File: config.mk
export PLATFORM = sky130hd
export DESIGN_NAME = safe_sequencer_flat
export DESIGN_NICKNAME = d
export VERILOG_FILES = /design/src/rtl/safe_sequencer_if.sv /design/src/rtl/safe_sequencer.sv /design/src/flat_wrapper.sv
export SDC_FILE = /design/constraint.sdc
export NUM_CORES = 1
export LEC_CHECK = 0
export ABC_AREA = 1
export CORE_MARGIN = 2
export CORE_UTILIZATION = 60
export CTS_CLUSTER_SIZE = 28
export DETAILED_ROUTE_END_ITERATION = 8
export GPL_ROUTABILITY_DRIVEN = 0
export PLACE_DENSITY = 0.84
export SLEW_MARGIN = 40
export SYNTH_ARGS = -nofsm -noshare
export SYNTH_HDL_FRONTEND = slang
export SYNTH_SLANG_ARGS = --single-unit
File: constraint.sdc
create_clock -name clk -period 3.85 [get_ports clk]
set_clock_uncertainty 0.15 [all_clocks]
set_input_delay 0.77 -clock clk [delete_from_list [all_inputs] [get_ports clk]]
set_output_delay 0.77 -clock clk [all_outputs]
set_load 0.005 [all_outputs]
File: src/rtl/safe_sequencer_if.sv
`default_nettype none
// ============================================================================
// Module   : safe_sequencer_if
// Brief    : keypad stream and lock/indicator bundle for safe_sequencer
// Revision : 1.0
// ============================================================================
interface safe_sequencer_if;
   logic       key_valid;
   logic [3:0] key_code;
   logic       prog_req;
   logic       key_ready;
   logic       lock;
   logic       green;
   logic       blue;
   logic       lockout;
   logic [1:0] fail_count;

   modport master (
      output key_valid, key_code, prog_req,
      input  key_ready, lock, green, blue, lockout, fail_count
   );

   modport slave (
      input  key_valid, key_code, prog_req,
      output key_ready, lock, green, blue, lockout, fail_count
   );
endinterface
`default_nettype wire

File: src/rtl/safe_sequencer.sv
`default_nettype none
// ============================================================================
// Module   : safe_sequencer
// Brief    : keypad code sequencer with failed-attempt lockout and reprogramming
// Revision : 1.0
// ============================================================================
module safe_sequencer #(
   parameter logic [15:0] DEFAULT_CODE   = 16'h1234,
   parameter int          MAX_FAILS      = 3,
   parameter int          ENTRY_TIMEOUT  = 4096,
   parameter int          OPEN_TIMEOUT   = 8192,
   parameter int          LOCKOUT_CYCLES = 16384
) (
   input  logic            clk,
   input  logic            rst_n,
   safe_sequencer_if.slave bus
);
   localparam int c_TMAX_EO = (ENTRY_TIMEOUT > OPEN_TIMEOUT) ? ENTRY_TIMEOUT : OPEN_TIMEOUT;
   localparam int c_TMAX    = (c_TMAX_EO > LOCKOUT_CYCLES) ? c_TMAX_EO : LOCKOUT_CYCLES;
   localparam int c_TW      = $clog2(c_TMAX) + 1;

   // Expiry fires on the edge that completes the programmed number of idle cycles.
   localparam logic [c_TW-1:0] c_ENTRY_LAST = c_TW'(ENTRY_TIMEOUT - 1);
   localparam logic [c_TW-1:0] c_OPEN_LAST  = c_TW'(OPEN_TIMEOUT - 1);
   localparam logic [c_TW-1:0] c_LOCK_LAST  = c_TW'(LOCKOUT_CYCLES - 1);

   localparam logic [1:0] c_FAIL_MAX  = 2'(MAX_FAILS);
   localparam logic [1:0] c_FAIL_LAST = 2'(MAX_FAILS - 1);
   localparam logic [3:0] c_KEY_CLEAR = 4'hA;
   localparam logic [3:0] c_KEY_ENTER = 4'hB;

   localparam logic [2:0] c_ST_IDLE    = 3'd0;
   localparam logic [2:0] c_ST_ENTRY   = 3'd1;
   localparam logic [2:0] c_ST_CHECK   = 3'd2;
   localparam logic [2:0] c_ST_OPEN    = 3'd3;
   localparam logic [2:0] c_ST_PROG    = 3'd4;
   localparam logic [2:0] c_ST_LOCKOUT = 3'd5;

   logic [2:0]      r_state;
   logic [2:0]      w_next;
   logic [15:0]     r_buf;
   logic [2:0]      r_cnt;
   logic [15:0]     r_code;
   logic [1:0]      r_fail;
   logic [c_TW-1:0] r_timer;

   logic w_ready, w_lock, w_green, w_blue, w_lockout;
   logic w_acc, w_is_digit, w_is_clear, w_is_enter;
   logic w_expire, w_timed, w_match, w_shift, w_clear_buf;

   assign w_acc      = bus.key_valid & w_ready;
   assign w_is_digit = (bus.key_code <= 4'd9);
   assign w_is_clear = (bus.key_code == c_KEY_CLEAR);
   assign w_is_enter = (bus.key_code == c_KEY_ENTER);
   assign w_match    = (r_cnt == 3'd4) && (r_buf == r_code);

   always_comb begin
      w_expire = 1'b0;
      w_timed  = 1'b1;
      case (r_state)
         c_ST_ENTRY:   w_expire = (r_timer == c_ENTRY_LAST);
         c_ST_OPEN,
         c_ST_PROG:    w_expire = (r_timer == c_OPEN_LAST);
         c_ST_LOCKOUT: w_expire = (r_timer == c_LOCK_LAST);
         default:      w_timed  = 1'b0;
      endcase
   end

   always_ff @(posedge clk) begin
      if (!rst_n) r_state <= c_ST_IDLE;
      else        r_state <= w_next;
   end

   always_comb begin
      w_next = r_state;
      case (r_state)
         c_ST_IDLE: begin
            if (w_acc && w_is_digit) w_next = c_ST_ENTRY;
         end
         c_ST_ENTRY: begin
            if (w_acc) begin
               if (w_is_clear)      w_next = c_ST_IDLE;
               else if (w_is_enter) w_next = c_ST_CHECK;
            end else if (w_expire) begin
               w_next = c_ST_IDLE;
            end
         end
         c_ST_CHECK: begin
            if (w_match)                    w_next = c_ST_OPEN;
            else if (r_fail == c_FAIL_LAST) w_next = c_ST_LOCKOUT;
            else                            w_next = c_ST_IDLE;
         end
         c_ST_OPEN: begin
            if (w_acc) begin
               if (w_is_enter)                      w_next = c_ST_IDLE;
               else if (w_is_clear && bus.prog_req) w_next = c_ST_PROG;
            end else if (w_expire) begin
               w_next = c_ST_IDLE;
            end
         end
         c_ST_PROG: begin
            if (w_acc) begin
               if (w_is_enter) w_next = c_ST_OPEN;
            end else if (w_expire) begin
               w_next = c_ST_IDLE;
            end
         end
         c_ST_LOCKOUT: begin
            if (w_expire) w_next = c_ST_IDLE;
         end
         default: w_next = c_ST_IDLE;
      endcase
   end

   always_comb begin
      w_ready   = 1'b1;
      w_lock    = 1'b1;
      w_green   = 1'b0;
      w_blue    = 1'b0;
      w_lockout = 1'b0;
      case (r_state)
         c_ST_ENTRY:   w_blue = 1'b1;
         c_ST_CHECK:   w_ready = 1'b0;
         c_ST_OPEN:    begin w_lock = 1'b0; w_green = 1'b1; end
         c_ST_PROG:    begin w_lock = 1'b0; w_blue  = 1'b1; end
         c_ST_LOCKOUT: begin w_ready = 1'b0; w_lockout = 1'b1; end
         default:      w_ready = 1'b1;
      endcase
   end

   // Buffer survives only while collecting digits or awaiting the check.
   assign w_clear_buf = ((w_next != c_ST_ENTRY) && (w_next != c_ST_PROG) && (w_next != c_ST_CHECK))
                      || (r_state == c_ST_OPEN)
                      || ((r_state == c_ST_PROG) && w_acc && w_is_clear);
   assign w_shift     = w_acc && w_is_digit && (r_cnt < 3'd4)
                      && ((r_state == c_ST_IDLE) || (r_state == c_ST_ENTRY) || (r_state == c_ST_PROG));

   always_ff @(posedge clk) begin
      if (!rst_n) begin
         r_buf   <= '0;
         r_cnt   <= '0;
         r_code  <= DEFAULT_CODE;
         r_fail  <= '0;
         r_timer <= '0;
      end else begin
         if (w_acc || (w_next != r_state) || !w_timed) r_timer <= '0;
         else                                          r_timer <= r_timer + c_TW'(1);

         if (w_clear_buf) begin
            r_buf <= '0;
            r_cnt <= '0;
         end else if (w_shift) begin
            r_buf <= {r_buf[11:0], bus.key_code};
            r_cnt <= r_cnt + 3'd1;
         end

         if ((r_state == c_ST_PROG) && w_acc && w_is_enter && (r_cnt == 3'd4))
            r_code <= r_buf;

         if (r_state == c_ST_CHECK) begin
            if (w_match)                  r_fail <= '0;
            else if (r_fail != c_FAIL_MAX) r_fail <= r_fail + 2'd1;
         end else if ((r_state == c_ST_LOCKOUT) && w_expire) begin
            r_fail <= '0;
         end
      end
   end

   assign bus.key_ready  = w_ready;
   assign bus.lock       = w_lock;
   assign bus.green      = w_green;
   assign bus.blue       = w_blue;
   assign bus.lockout    = w_lockout;
   assign bus.fail_count = r_fail;
endmodule
`default_nettype wire

File: src/flat_wrapper.sv
// flat-port wrapper written by rule: the top's interface ports become plain ports
module safe_sequencer_flat 
#(
   parameter logic [15:0] DEFAULT_CODE   = 16'h1234,
   parameter int          MAX_FAILS      = 3,
   parameter int          ENTRY_TIMEOUT  = 4096,
   parameter int          OPEN_TIMEOUT   = 8192,
   parameter int          LOCKOUT_CYCLES = 16384
)
  (clk, rst_n, bus_key_valid, bus_key_code, bus_prog_req, bus_key_ready, bus_lock, bus_green, bus_blue, bus_lockout, bus_fail_count);
  safe_sequencer_if bus_i ();
  input  logic clk;
  input  logic rst_n;
  input wire logic [$bits(bus_i.key_valid)-1:0] bus_key_valid;
  input wire logic [$bits(bus_i.key_code)-1:0] bus_key_code;
  input wire logic [$bits(bus_i.prog_req)-1:0] bus_prog_req;
  output wire logic [$bits(bus_i.key_ready)-1:0] bus_key_ready;
  output wire logic [$bits(bus_i.lock)-1:0] bus_lock;
  output wire logic [$bits(bus_i.green)-1:0] bus_green;
  output wire logic [$bits(bus_i.blue)-1:0] bus_blue;
  output wire logic [$bits(bus_i.lockout)-1:0] bus_lockout;
  output wire logic [$bits(bus_i.fail_count)-1:0] bus_fail_count;
  assign bus_i.key_valid = bus_key_valid;
  assign bus_i.key_code = bus_key_code;
  assign bus_i.prog_req = bus_prog_req;
  assign bus_key_ready = bus_i.key_ready;
  assign bus_lock = bus_i.lock;
  assign bus_green = bus_i.green;
  assign bus_blue = bus_i.blue;
  assign bus_lockout = bus_i.lockout;
  assign bus_fail_count = bus_i.fail_count;
  safe_sequencer #(.DEFAULT_CODE(DEFAULT_CODE), .MAX_FAILS(MAX_FAILS), .ENTRY_TIMEOUT(ENTRY_TIMEOUT), .OPEN_TIMEOUT(OPEN_TIMEOUT), .LOCKOUT_CYCLES(LOCKOUT_CYCLES)) u_core (.clk(clk), .rst_n(rst_n), .bus(bus_i));
endmodule
# Word level (Yosys, flattened, before mapping)
# Index checks and enable logic that the tools add are counted.
# word_totals
reg_bits,55
output_inout_bits,7
# op_classes
n_addsub,3
n_lt_le_gt_ge,2
n_eq_ne,19
n_mux,24
bitwise_logic,2
reduce_logical,28
# op_table
operator,n
$mux 3,12
$pmux 3 s6,1
$eq 16x16->1,1
$add 15x1->15 const B,1
$eq 15x12->1 const B,1
$eq 15x13->1 const B,1
$eq 15x14->1 const B,1
$logic_and 1x1->1,12
$reduce_or 2->1,5
$eq 3x3->1 const B,3
$eq 4x4->1 const B,2
$mux 2,4
$eq 3x2->1 const B,2
$logic_or 1x1->1,6
$mux 1,6
$ne 3x2->1 const B,2
$le 4x4->1 const B,1
$reduce_or 4->1,1
$add 3x1->3 const B,1
$eq 3x1->1 const B,1
$logic_not 3->1,1
$lt 3x3->1 const B,1
$ne 3x1->1 const B,1
$ne 3x3->1,1
other kinds (10),10

# Depth between registers and ports, before layout
# Gate-level depths: netlist of the first run.
# logic_depth
ltp_word,13
ltp_mapped,16
depth_no_buf,15

# Worst setup path before layout of the first run
# No wires, ideal clock.
# synth_timing
path_type,input-to-reg
startpoint,input bus_key_code[2]
endpoint,register u_core.r_cnt[0]
setup_time_ps,116
arrival_time_ps,1953
required_time_ps,3584
slack_ps,1631
path_stages,15
n_path_buf,1
cell_sequence,inv_1 nand3_1 nor2_1 nand2_1 nand2_1 nand2_1 nand2_1 nand2_1 nand2_1 inv_1 nor2_2 nand3_2 nand3_4 buf_12 nor2_2
# synth_via
elab_chain_cells,12
elab_cells_between_ends,26
classes_between,1 x order compare; 5 x eq/ne; 10 x mux; 10 x reduce/logical
# synth_lines
element,line_no,rtl
from (decl),flat_wrapper.sv:15,input wire logic [$bits(bus_i.key_code)-1:0] bus_key_code;
$eq 4x4->1,safe_sequencer.sv:53,assign w_is_clear = (bus.key_code == c_KEY_CLEAR);
$logic_and 1x1->1,safe_sequencer.sv:96,else if (w_is_clear && bus.prog_req) w_next = c_ST_PROG;
$mux 3,safe_sequencer.sv:96,
$mux 3,safe_sequencer.sv:95,if (w_is_enter) w_next = c_ST_IDLE;
$mux 3,safe_sequencer.sv:94,if (w_acc) begin
$pmux 3 s6,safe_sequencer.sv:76,case (r_state)
$ne 3x1->1 or $ne 3x3->1 (tied branches),safe_sequencer.sv:132,assign w_clear_buf = ((w_next != c_ST_ENTRY) && (w_next != c_ST_PROG) && (w_next != c_ST_CHECK))
$logic_and 1x1->1 (2 in series),safe_sequencer.sv:132,
$logic_or 1x1->1,safe_sequencer.sv:133,|| (r_state == c_ST_OPEN)
$logic_or 1x1->1,safe_sequencer.sv:134,|| ((r_state == c_ST_PROG) && w_acc && w_is_clear);
$reduce_or 2->1 (no source line),--,
to (signal assigned),safe_sequencer.sv:154,r_cnt <= r_cnt + 3'd1;
to (decl),safe_sequencer.sv:42,logic [2:0] r_cnt;
# Several ways; a longest one is shown, not always the timed one.
# A chain may end at the register's enable or synchronous reset.

# Final worst setup path of the first run
# layout_timing
startpoint,register u_core.r_state[1]
endpoint,output bus_lock
# layout_via
elab_chain_cells,3
elab_cells_between_ends,4
classes_between,2 x eq/ne; 1 x mux; 1 x reduce/logical
# layout_lines
element,line_no,rtl
from (decl),safe_sequencer.sv:39,logic [2:0] r_state;
from (signal assigned),safe_sequencer.sv:70,if (!rst_n) r_state <= c_ST_IDLE;
from (signal assigned),safe_sequencer.sv:71,else r_state <= w_next;
$eq 3x3->1 or $eq 3x2->1 (tied branches),safe_sequencer.sv:121,case (r_state)
$reduce_or 2->1 (no source line) *,--,
$mux 1 *,safe_sequencer.sv:121,
to (decl),flat_wrapper.sv:18,output wire logic [$bits(bus_i.lock)-1:0] bus_lock;
# Mark *: on every way between the ends. The rest lies on a longest branch, timed or not.

==> flow_summary.toml, run 1 <==
[critical_path]
crit_top_cell = "nand2_1"
cp_num_buf_inv = 2
path_delay_family = "flip-flops"
crit_required_ns = 2.93
critPathMaxStageDelay_ns = 0.64
rr_worst_depth = 11
r2r-end = "u_core.r_timer[3]"
critPathCaptureType = "primary output"
cp-startpoint = "u_core.r_state[1]"
ff2ff_setup_slack_ns = 1.37
start_kind = "flip-flop"
path_cells = "nor2_1, nand2_1, nand2_1, inv_1, clkdlybuf4s50_1"
arrival_ns = 1.91
critPathSlowestCell = "dfxtp_1"
path_max_fanout = 11
path_class = "reg -> out"
crit-reg2reg-launch = "u_core.r_state[1]"

[yosys]
synth_top_family_by_area = "simple AND/OR/NAND/NOR gates"
seq_area_frac_synth = 0.3359
synth_simple_gate_area_share = 0.3725
yosysWarnings = 0
synth_xor_area_frac = 0.04008
synth.area.top_cells = "dfxtp_1 34%, nand2_1 14%, inv_1 9.5%"
synth_adder_area_share = 0.01908
synth_area_per_cell_um2 = 6.569
synth_top_area_cell = "dfxtp_1"
synthMuxAreaShare = 0
synthesis.area_um2 = 3278
ys_types = 35
synth_compound_area_frac = 0.1084
synth_cells = 499
yosysTopAreaCellShare = 0.3359
synth-seq-cells = 55
synth_nets = 512

[global_routing]
grt_max_degree = 36
grt-busiest-layer = "met2"
grt-ovfl-total = 0
antenna_found_initial = 0
grt_pass1_wl_um = 11880
grtUsageMet1 = 0.2975
grt_util_met3 = 0.03372
grt_usage = 0.2391
gr-usage-met2 = 0.4345
grt_pass1_vias = 2773

[die]
dieArea_um2 = 6071
start_util = 0.6298
ios = 15
core_area_um2 = 5205
die_w_um = 77.92
rows = 26
die_y_um = 77.92

[clock_tree]
cts_tree = "done"
cts_buffer_depth = 2
cts_resized = 0
clock-sinks = 55
post-cts-setup-buffer-count = 0
clkLatencyLatePin_ns = 0.30
h-tree-depth = 2
cts-root-buf = "clkbuf_8"
cts_made_buffers = 5
holdBufCountCts = 0
path_clk_slew_ns = 0.10

[cells_and_area]
fin_nets = 524
final_core_util = 0.6822
area_growth_pct = 8.321
fin_area_um2 = 3551
final_cell_mix = "124 x nand2_1, 83 x inv_1, 63 x nor2_1, 55 x dfxtp_1, 34 x o21ai_0"
drive_gt1_frac = 0.1115
layout_commonest_cell = "nand2_1"
fin_cells = 581
diodes = 0

[detailed_routing]
dr.pass1.iters = 4
vias_per_cell = 5.162
drtIter0Drc = 182
wl_um = 7050
drtAntennaViolNets = 0
via_count = 2999
wl_per_cell_um = 12.13
drc = 0

[placement]
numPlacedInstances = 574
dpl_cell_area_um2 = 3445
port_buffers = 14
dp_hpwl_um = 5242

[sta]
tightest_slew_ns = 0.6002
min_period_over_period = 0.7339
relSlewSlack = 0.5995
setup_tns_ns = 0
hold_viol_final = 0
slew_violations = 0
setup_viol_count_final = 0
layout_min_cycle_time_ns = 2.825
fmax_mhz = 353.9
rsz0062_at_grt = "false"

[hold_path]
hp-class = "reg -> reg"
holdPathEnd = "u_core.r_timer[0]"
whs_path_depth = 1
min_from = "u_core.r_timer[0]"

[outcome]
outcome = "completed"

[pwr]
p_leak_uw = 0.001492
totalPowerFinal_uw = 1049
ir_drop_mv = 0.2382
power_density_nw_per_um2 = 295.3

[flow_run]
max_cap_violations = 0
[routing by layer]
layer | wire (um) | vias to the layer above | share of wire
met2 | 3467 | 58 | 0.49
met5 | 0 | - | 0
li1 | - | 1552 | -
met4 | 67 | 0 | 0.0095
met3 | 247 | 6 | 0.035
met1 | 3268 | 1383 | 0.46
[per-stage QoR]
step	hold WS [ns]	setup slack, ns
after global placement	0.2754	0.8254
after CTS	0.3198	1.032
after floorplan	0.2679	1.631
after global routing	0.3498	0.7718
final	0.3152	1.025
after detailed placement	0.3027	0.7296
[cell families after synthesis]
| kind of cell | after synthesis |
|---|---|
| AOI/OAI and AO/OA | 66 |
| xor gates and xnor gates | 15 |
| adders and majority gates | 5 |
| buffers and inverters | 97 |
| DFF | 55 |
| and+or+nand+nor | 261 |
[area by class of cell]
cell class	instances	area [um2]
multi-input combinational	347	1770
fill	461	1654
sequential	55	1101
inverter	84	315.3
timing repair buffer	18	170.2
tap	70	87.58
clock buffer	5	68.82
clock inverter	2	37.54
[worst max-delay path by stage]
stage                     cells past startpoint  slack, ns                 to
final                                         5       1.02           bus_lock
after global routing                         13       0.77  u_core.r_timer[3]
after CTS                                     5       1.03           bus_lock
after detailed placement                     13       0.73  u_core.r_timer[3]
after global placement                       13       0.83  u_core.r_timer[2]
after floorplan                              15       1.63    u_core.r_cnt[0]
[registers in the layout (all words and copies together) (netlist names)]
signal                 cells
u_core.bus.fail_count      2
u_core.r_buf              16
u_core.r_cnt               3
u_core.r_code             16
u_core.r_state             3
u_core.r_timer            15
[synthesized netlist by cell type]
master	n
nand2_2	5
buf_12	1
o21a_1	1
nor2_1	63
nand3_2	3
nor3_4	1
nor2_4	4
nor3b_1	1
o21bai_1	1
nand2_1	124
a31oi_1	1
a21boi_1	1
nor2_2	25
nor3_1	3
o211ai_1	2
a211oi_1	3
nand2_4	3
nand3b_1	1
inv_1	83
dfxtp_1	55
a21oi_1	22
o21ai_0	34
ha_1	5
nand4_1	4
o21ai_2	1
nand2b_1	1
nor3_2	1
xnor2_1	6
nand3_4	2
buf_4	1
nand3_1	20
clkbuf_1	8
xor2_1	9
inv_2	1
buf_6	3
[power by group]
group | total [uW] | internal, uW | leakage [uW] | switching (uW)
combinational | 91.7 | 32.9 | 0.000999 | 58.9
sequential | 577 | 572 | 0.000443 | 4.99
clock | 380 | 190 | 0.0000502 | 190
total | 1050 | 795 | 0.00149 | 253
No activity file was read; power rests on OpenSTA's default activity.
==> run 2: changes to the inputs <==
CORE_UTILIZATION = 55   (was 60)
PLACE_DENSITY = 0.81   (was 0.84)
clock period = 2.4 ns   (was 3.85 ns; I/O delays follow)
==> flow_summary.toml, run 2 (synthesized netlist as in run 1, its figures left out) <==
[sta]
tightest_slew_ns = 0.4138
min_period_over_period = 0.9602
relSlewSlack = 0.7225
setup_viol_count_final = 0
layout_min_cycle_time_ns = 2.305
fmax_mhz = 433.9
fin_worst_hold_slack_ns = 0.3156
slew_violations = 0
hold_viol_final = 0

[cells_and_area]
fin_cells = 610
area_growth_pct = 17.48
final_core_util = 0.6583
layout_commonest_cell = "nand2_1"
drive_gt1_frac = 0.1776
diodes = 0
final_cell_mix = "123 x nand2_1, 82 x inv_1, 58 x nor2_1, 50 x dfxtp_1, 34 x o21ai_0"
fin_nets = 547
top_regs = "u_core.r_buf: 16 flops, u_core.r_code: 16 flops, u_core.r_timer: 15 flops"

[outcome]
outcome = "completed"

[global_routing]
grt_max_degree = 36
grt-ovfl-total = 0
antenna_found_initial = 0
grt_usage = 0.2309
grt_pass1_vias = 2724
grt_pass1_wl_um = 11960

[pwr]
power_frac_comb = 0.121
swShare = 0.2660
p_leak_uw = 0.001655
p_int_uw = 1219
pwr-share-seq = 0.556
ir_drop_mv = 0.3759
clkPwrFrac = 0.323
switching_power_uw = 441.9
power_density_nw_per_um2 = 431.3

[detailed_routing]
wl_per_cell_um = 12.44
drtIter0Drc = 294
drtAntennaViolNets = 0
dr.pass1.iters = 5
wl_um = 7591
via_count = 3166
vias_per_cell = 5.190
drc = 0

[clock_tree]
cts_buffer_depth = 2
holdBufCountCts = 0
h-tree-depth = 2
cts_made_buffers = 5
cts-root-buf = "clkbuf_8"
clock-sinks = 55
clkLatencyLatePin_ns = 0.31
path_clk_slew_ns = 0.10
cts_tree = "done"

[hold_path]
hp-class = "reg -> reg"
whs_path_depth = 1
min_from = "u_core.r_timer[0]"
holdPathEnd = "u_core.r_timer[0]"

[critical_path]
ff2ff_setup_slack_ns = 0.15
critPathMaxStageDelay_ns = 0.54
path_cells = "buf_4, nand3_1, inv_1, clkdlybuf4s50_1"
critPathCaptureType = "primary output"
crit-reg2reg-launch = "u_core.r_timer[0]"
path_max_fanout = 5
rr_worst_depth = 15
r2r-end = "u_core.r_buf[6]"
crit_required_ns = 1.77
path_class = "reg -> out"
start_kind = "flip-flop"
arrival_ns = 1.67
critPathSlowestCell = "clkdlybuf4s50_1"

[die]
core_area_um2 = 5851
rows = 28
die_w_um = 81.20
dieArea_um2 = 6593
ios = 15
start_util = 0.5603
die_y_um = 81.20

[flow_run]
max_cap_violations = 0

[placement]
numPlacedInstances = 598
port_buffers = 14
dp_hpwl_um = 5525
[run 2: cell types whose count changed in the layout (fill, tap and decap cells not counted), sizes merged, moves of 2 or more]
cell and change:
clkdlybuf4s50 -2, clkinv +2, dlymetal6s2s +2, buf +22
[run 2: power groups by stage]
| stage | sequential [uW] | combinational, uW | clock, uW |
|---|---|---|---|
| finish | 923 | 202 | 536 |
| detailed placement | 945 | 189 | 0 |
| floorplan | 941 | 115 | 0 |
| global placement | 944 | 186 | 0 |
| global route | 924 | 220 | 574 |
| CTS | 924 | 190 | 550 |
[run 2: worst max-delay path by stage]
| stage | start | to | cells past startpoint |
|---|---|---|---|
| CTS | u_core.r_state[0] | bus_lock | 6 |
| global route | u_core.r_cnt[0] | u_core.r_buf[6] | 16 |
| floorplan | u_core.r_timer[0] | u_core.r_cnt[0] | 15 |
| detailed placement | bus_key_code[1] | u_core.r_code[13] | 10 |
| global placement | bus_key_code[1] | u_core.r_code[14] | 10 |
| finish | u_core.r_state[0] | bus_green | 4 |
[run 2: timing repair]
action                     CTS  global route
setup buffers                0             3
gates resized for setup      3            17
gates cloned                 0             1
setup endpoints to repair    3            44
hold endpoints to repair     0             0
pin swaps                    0             3
[run 2: final cells by class]
type                    count  area, um2
clock inverters             3      22.52
well taps                  75      93.84
inverters                  84      315.3
multi-input cells         347       1813
fillers                   482       1999
clock buffers               5      68.82
flip-flops and latches     55       1110
repair buffers             41      427.9
[run 2: worst max-delay path: cells and delay by family, from the launching register on]
family                 cells  cell delay, ns
buffers and inverters      3            0.85
AND/OR/NAND/NOR            1            0.12
flip-flops                 1            0.40
[run 2: layer usage]
metal / share of wire / GRT usage / routed length (um)
met5: 0 / 0 / 0
met4: 0.026 / 0.07458 / 197
met3: 0.047 / 0.03444 / 359
met2: 0.47 / 0.3934 / 3581
met1: 0.45 / 0.2994 / 3453
[run 2: per-stage QoR]
step | instance area [um2] | setup WS, ns | TNS [ns] | power (uW)
3_5_place_dp | 3656 | -0.2403 | -9.053 | 1133
2_1_floorplan | 3278 | 0.3287 | 0 | 1056
6_report | 3851 | 0.09547 | 0 | 1661
4_1_cts | 3751 | 0.05555 | 0 | 1664
3_3_place_gp | 3656 | -0.1089 | -4.025 | 1130
5_1_grt | 3851 | -0.01222 | -0.05669 | 1719
